## src/rtl/tick_gen_pkg.sv

```systemverilog
// Shared types for the programmable tick generator: channel modes, channel states
// and the config-write validity check.
package tick_gen_pkg;

  localparam int MAX_CH = 16;
  localparam int CHAN_W = $clog2(MAX_CH);

  typedef enum logic [1:0] {
    MODE_PERIODIC = 2'd0,
    MODE_ONESHOT  = 2'd1,
    MODE_TOGGLE   = 2'd2,
    MODE_RSVD     = 2'd3
  } mode_e;

  typedef enum logic {
    ST_IDLE = 1'b0,
    ST_RUN  = 1'b1
  } state_e;

  // A write is rejected when it targets a missing channel or uses the reserved mode.
  function automatic logic cfg_is_bad(input logic [CHAN_W-1:0] chan,
                                      input logic [1:0]        mode,
                                      input int                n_ch);
    return (int'(chan) >= n_ch) || (mode == MODE_RSVD);
  endfunction

endpackage

```

## src/rtl/tick_channel.sv

```systemverilog
// One tick/level channel: counter 0..div, run/idle state, live and shadow
// divide/mode settings, registered tick strobe and square-wave level.
module tick_channel
  import tick_gen_pkg::*;
#(
  parameter int               CNT_W       = 32,
  parameter logic [CNT_W-1:0] DEFAULT_DIV = '0
) (
  input  logic             clk,
  input  logic             reset,
  input  logic             wr_en_i,
  input  logic [CNT_W-1:0] wr_div_i,
  input  mode_e            wr_mode_i,
  input  logic             start_i,
  input  logic             stop_i,
  output logic             tick_o,
  output logic             level_o,
  output logic             busy_o
);

  state_e           state_q, state_d;
  logic [CNT_W-1:0] cnt_q, cnt_d;
  logic [CNT_W-1:0] div_q, div_d;
  mode_e            mode_q, mode_d;
  logic [CNT_W-1:0] shadow_div_q, shadow_div_d;
  mode_e            shadow_mode_q, shadow_mode_d;
  logic             pend_q, pend_d;
  logic             tick_q, tick_d;
  logic             level_q, level_d;

  logic             tc;
  logic [CNT_W-1:0] settle_div;
  mode_e            settle_mode;

  always_ff @(posedge clk or posedge reset) begin
    if (reset) begin
      state_q       <= ST_IDLE;
      cnt_q         <= '0;
      div_q         <= DEFAULT_DIV;
      mode_q        <= MODE_PERIODIC;
      shadow_div_q  <= '0;
      shadow_mode_q <= MODE_PERIODIC;
      pend_q        <= 1'b0;
      tick_q        <= 1'b0;
      level_q       <= 1'b0;
    end else begin
      state_q       <= state_d;
      cnt_q         <= cnt_d;
      div_q         <= div_d;
      mode_q        <= mode_d;
      shadow_div_q  <= shadow_div_d;
      shadow_mode_q <= shadow_mode_d;
      pend_q        <= pend_d;
      tick_q        <= tick_d;
      level_q       <= level_d;
    end
  end

  assign tc = (cnt_q == div_q);

  // Settings adopted when a period is abandoned or the channel comes to rest:
  // a same-cycle write beats a pending shadow, which beats the live value.
  assign settle_div  = wr_en_i ? wr_div_i  : (pend_q ? shadow_div_q  : div_q);
  assign settle_mode = wr_en_i ? wr_mode_i : (pend_q ? shadow_mode_q : mode_q);

  always_comb begin
    state_d       = state_q;
    cnt_d         = cnt_q;
    div_d         = div_q;
    mode_d        = mode_q;
    shadow_div_d  = shadow_div_q;
    shadow_mode_d = shadow_mode_q;
    pend_d        = pend_q;
    tick_d        = 1'b0;
    level_d       = level_q;

    case (state_q)
      ST_IDLE: begin
        if (wr_en_i) begin
          div_d  = wr_div_i;
          mode_d = wr_mode_i;
        end
        if (start_i && !stop_i) begin
          state_d = ST_RUN;
          cnt_d   = '0;
        end
      end

      ST_RUN: begin
        if (stop_i || start_i) begin
          cnt_d  = '0;
          div_d  = settle_div;
          mode_d = settle_mode;
          pend_d = 1'b0;
          if (stop_i) begin
            state_d = ST_IDLE;
          end
        end else if (tc) begin
          cnt_d   = '0;
          level_d = ~level_q;
          tick_d  = (mode_q != MODE_TOGGLE);
          if (mode_q == MODE_ONESHOT) begin
            state_d = ST_IDLE;
            div_d   = settle_div;
            mode_d  = settle_mode;
            pend_d  = 1'b0;
          end else begin
            // A write landing on the TC itself waits for the following TC.
            if (pend_q) begin
              div_d  = shadow_div_q;
              mode_d = shadow_mode_q;
            end
            pend_d = wr_en_i;
            if (wr_en_i) begin
              shadow_div_d  = wr_div_i;
              shadow_mode_d = wr_mode_i;
            end
          end
        end else begin
          cnt_d = cnt_q + CNT_W'(1);
          if (wr_en_i) begin
            shadow_div_d  = wr_div_i;
            shadow_mode_d = wr_mode_i;
            pend_d        = 1'b1;
          end
        end
      end

      default: begin
        state_d = ST_IDLE;
        cnt_d   = '0;
      end
    endcase
  end

  assign tick_o  = tick_q;
  assign level_o = level_q;
  assign busy_o  = (state_q == ST_RUN);

endmodule

```

## src/rtl/multi_tick_gen.sv

```systemverilog
// N-channel programmable clock-enable generator: config decode, error pulse and
// per-channel write-enable fan-out around an array of tick_channel instances.
module multi_tick_gen
  import tick_gen_pkg::*;
#(
  parameter int               N_CH        = 4,
  parameter int               CNT_W       = 32,
  parameter logic [CNT_W-1:0] DEFAULT_DIV = CNT_W'(37499999)
) (
  input  logic              clk,
  input  logic              reset,
  input  logic              cfg_valid,
  output logic              cfg_ready,
  input  logic [CHAN_W-1:0] cfg_chan,
  input  logic [CNT_W-1:0]  cfg_div,
  input  logic [1:0]        cfg_mode,
  output logic              cfg_err,
  input  logic [N_CH-1:0]   start,
  input  logic [N_CH-1:0]   stop,
  output logic [N_CH-1:0]   busy,
  output logic [N_CH-1:0]   tick,
  output logic [N_CH-1:0]   level
);

  logic            ready_q;
  logic            err_q, err_d;
  logic            cfg_accept;
  logic            cfg_bad;
  logic            cfg_write;
  logic [N_CH-1:0] wr_en;
  mode_e           wr_mode;

  // Ready rises on the first edge after reset release, never during reset.
  always_ff @(posedge clk or posedge reset) begin
    if (reset) begin
      ready_q <= 1'b0;
      err_q   <= 1'b0;
    end else begin
      ready_q <= 1'b1;
      err_q   <= err_d;
    end
  end

  assign cfg_ready  = ready_q;
  assign cfg_accept = cfg_valid & ready_q;
  assign cfg_bad    = cfg_is_bad(cfg_chan, cfg_mode, N_CH);
  assign cfg_write  = cfg_accept & ~cfg_bad;
  assign err_d      = cfg_accept & cfg_bad;
  assign cfg_err    = err_q;
  assign wr_mode    = mode_e'(cfg_mode);

  for (genvar gi = 0; gi < N_CH; gi++) begin : g_ch
    assign wr_en[gi] = cfg_write & (cfg_chan == CHAN_W'(gi));

    tick_channel #(
      .CNT_W       (CNT_W),
      .DEFAULT_DIV (DEFAULT_DIV)
    ) u_ch (
      .clk       (clk),
      .reset     (reset),
      .wr_en_i   (wr_en[gi]),
      .wr_div_i  (cfg_div),
      .wr_mode_i (wr_mode),
      .start_i   (start[gi]),
      .stop_i    (stop[gi]),
      .tick_o    (tick[gi]),
      .level_o   (level[gi]),
      .busy_o    (busy[gi])
    );
  end

endmodule

```

## config.mk

```make
export PLATFORM = sky130hd
export DESIGN_NAME = multi_tick_gen
export DESIGN_NICKNAME = d
export VERILOG_FILES = /design/src/rtl/tick_gen_pkg.sv /design/src/rtl/tick_channel.sv /design/src/rtl/multi_tick_gen.sv
export SDC_FILE = /design/constraint.sdc
export NUM_CORES = 1
export LEC_CHECK = 0
export BUFFER_PORTS_ARGS = -buffer_cell sky130_fd_sc_hd__buf_2
export CORE_UTILIZATION = 44
export CTS_BUF_LIST = sky130_fd_sc_hd__clkbuf_4 sky130_fd_sc_hd__clkbuf_8
export DETAILED_ROUTE_END_ITERATION = 8
export PLACE_DENSITY = 0.64
export SLEW_MARGIN = 20
export SYNTH_ARGS = -nofsm -noshare
export SYNTH_HDL_FRONTEND = slang
export SYNTH_SLANG_ARGS = --single-unit
```

## constraint.sdc

```tcl
create_clock -name clk -period 12.8 [get_ports clk]
set_clock_uncertainty 0.15 [all_clocks]
set_input_delay 1.28 -clock clk [delete_from_list [all_inputs] [get_ports clk]]
set_output_delay 1.28 -clock clk [all_outputs]
set_load 0.02 [all_outputs]
```

==> summary.md <==
| Metric | Value |
|---|---|
| Vias | `15,500` |
| Post-CTS sizing | `0` |
| Via-per-instance ratio | `5.91` |
| Crit-path slowest cell | `o41a_2` |
| Post-CTS Hold Buffers | `0` |
| FF+latch count, synth | `418` |
| CTS H-tree depth | `3` |
| Vias in the first global route | `15,200` |
| CTS tree | `yes` |
| Least-Margin Pin Slew | `1.03 ns` |
| Status | `complete, no violations` |
| Io pins | `63` |
| Most common cell in the netlist | `dfrtp_1` |
| Clock share of power | `38.2%` |
| Total chip power | `3.68 mW` |
| Area leader, netlist | `dfrtp_1` |
| Largest net degree at the start of global routing | `191` |
| Relative slew margins | `31.4%` |
| Area Growth Syn to Fin | `10.6%` |
| Antenna viol nets, final | `0` |
| Global-route wire length before repair | `87.7 mm` |
| Total global routing overflow | `0` |
| Setup tns final | `0 ns` |
| Final net count | `2,000` |
| Crit-path leading delay family | `compound AO/OA/AOI/OAI gates` |
| Critical-path cell list | `buf_2, a211oi_4, nand2_1, o41a_2, nor2b_1, nor3_4, buf_4, a2bb2oi_1` |
| Pre-antenna DRT Iters | `5` |
| WL/cell | `21.1 µm` |
| Drt initial violations | `936` |
| Syn_nets | `1,979` |
| Switching Fraction | `27.5%` |
| Critical path class | `in -> reg` |
| Net Sw Power | `1.01 mW` |
| Mean Syn Cell Area | `11.2 µm²` |
| Final GP Congestion | `0.863` |
| Initial antenna violation count | `0` |
| Skew-Pair Late Insertion Delay | `0.63 ns` |
| Critical Path Sink Type | `register` |
| Synth Instances | `1,926` |
| Leakage power | `9.89 nW` |
| Maximum VDD drop | `63.3 µV` |
| Ys Warns | `0` |
| FFs w/ async S/R, synth | `100%` |
| Synth cell count leaders | `362 x dfrtp_1, 130 x xnor2_1, 116 x nand2_1` |
| Core area | `47,900 µm²` |
| Critical Path Start Type | `input port` |
| R2r setup slk | `9.37 ns` |
| DRC | `0` |
| Hold_ws | `0.313 ns` |
| Placed insts | `2,485` |
| DRT Wirelength | `55.2 mm` |
| Ys flop type | `dfrtp_1` |
| Number of clock sinks | `418` |
| P_int | `2.67 mW` |
| Clock-pin slew on the worst setup and hold paths | `0.06 ns` |
| Hold violation count in the final report | `0` |
| Initial Utilization | `44.9%` |
| RSZ-0062 raised after global routing | `false` |
| Final Non-Filler Cells | `2,623` |
| Area contributors post-synth | `dfrtp_1 42%, dfstp_2 6.8%, xnor2_1 5.3%` |
| HP Class | `reg -> reg` |
| Die height | `223 µm` |
| Post-detail-place hpwl | `35.9 mm` |
| Achievable Freq | `265 MHz` |
| Max Root-Sink Buffers | `3` |
| Delay of the slowest critical-path stage | `0.88 ns` |
| Gate power share | `16.2%` |
| Post CTS Setup Buffer Count | `0` |
| Layout cells sized above 1 | `24.7%` |
| Mapped Area | `21,500 µm²` |
| Die X | `223 µm` |
| Yosys top cell area share | `42.1%` |
| Num CTS Buffers | `73` |
| Sequential group share of total power | `45.6%` |
| DIE AREA | `49,800 µm²` |
| FP Rows | `80` |
| Crit path required time | `13.20 ns` |
| Power per cell area | `155 nW/µm²` |
| IO Port Bufs | `62` |
| Netlist cell types | `74` |
| Total track usage | `22.5%` |
| Endpoints failing setup | `0` |
| Antenna diode count | `0` |
| Crit path arrival time | `4.16 ns` |
| Root buffer cell | `clkbuf_8` |
| Tcrit/Tclk final | `29.4%` |
| Critical-path maximum fanout | `69` |
| Max-Cap Viols | `0` |
| Register area share after synthesis | `48.9%` |
| Critical path buffer and inverter count | `2` |
| Minimum clock period | `3.77 ns` |
| Max-slew violations | `0` |
| Post-synth EDFFs | `0` |
[per-stage QoR]
step / util [%] / setup slack (ns) / instance area, µm²
5_1_grt: 49.6 / 8.94 / 23800
4_1_cts: 49.5 / 9.14 / 23700
3_3_place_gp: 46.0 / 8.45 / 22000
3_5_place_dp: 46.0 / 8.48 / 22000
2_1_floorplan: - / 5.78 / 21500
6_report: 49.6 / 9.03 / 23800
[power groups by stage]
stage,combinational [mW],clock (mW),sequential [mW]
global placement,0.582,0,1.70
floorplan,0.484,0,1.64
finish,0.595,1.41,1.68
CTS,0.598,1.44,1.68
detailed placement,0.595,0,1.70
global route,0.643,1.50,1.70
[cell type report]
cell class	count	area, µm²
fillers	4237	24100
flip-flops and latches	418	10500
multi-input cells	1318	10000
clock buffers	122	1530
well taps	615	769
repair buffers	91	581
clock inverters	14	175
inverters	45	173
[cell usage in the layout (no fill, tap or decap), types with 75 or more instances in the layout]
| master | Yosys | routed |
|---|---|---|
| xnor2_1 | 130 | 130 |
| clkbuf_8 | 0 | 98 |
| mux2_2 | 78 | 78 |
| nand3_1 | 86 | 86 |
| o21ai_0 | 76 | 76 |
| nand4_1 | 76 | 76 |
| a2bb2oi_1 | 85 | 85 |
| dfrtp_1 | 362 | 362 |
| o22ai_1 | 106 | 106 |
| a21oi_1 | 80 | 75 |
| nand2_1 | 116 | 114 |
[final timing paths]
path / startpoint / endpoint / cells past startpoint
worst min-delay path: g_ch[1].u_ch.level_o / g_ch[1].u_ch.level_o / 1
worst max-delay path: cfg_mode[1] / g_ch[1].u_ch.div_q[30] / 8
max in group asynchronous: reset / g_ch[0].u_ch.cnt_q[2] / 4
min in group asynchronous: reset / g_ch[1].u_ch.cnt_q[30] / 2
worst max register to register: g_ch[1].u_ch.cnt_q[27] / g_ch[1].u_ch.div_q[30] / 8
worst min register to register: g_ch[1].u_ch.level_o / g_ch[1].u_ch.level_o / 1
[flip-flops by register name, summed over array words and instances, names as in the netlist]
signal and cells:
cfg_err 1, cfg_ready 1, g_ch.u_ch.busy_o 4, g_ch.u_ch.cnt_q 128, g_ch.u_ch.div_q 128, g_ch.u_ch.level_o 4
g_ch.u_ch.mode_q 8, g_ch.u_ch.pend_q 4, g_ch.u_ch.shadow_div_q 128, g_ch.u_ch.shadow_mode_q 8, g_ch.u_ch.tick_o 4
[layer usage]
metal	share of wire (%)	track usage (%)	routed length [µm]	vias to the layer above
met4	2.9	8.61	1580	0
met3	4.8	3.35	2640	99
met2	47	35.7	25800	415
li1	-	-	-	7178
met1	46	31.2	25200	7807
met5	0	0	0	-
[cell families after synthesis]
| logic type | count (synthesis) | share of synthesized area, % |
|---|---|---|
| fa+ha+maj | 4 | 0.233 |
| xor+xnor | 136 | 5.57 |
| simple gates | 504 | 13.2 |
| other cells | 1 | 0.0174 |
| compound gates | 483 | 17.2 |
| mux | 190 | 10.1 |
| flops | 418 | 48.9 |
| buf+inv | 190 | 4.66 |
(Power assumes the default switching activity.)
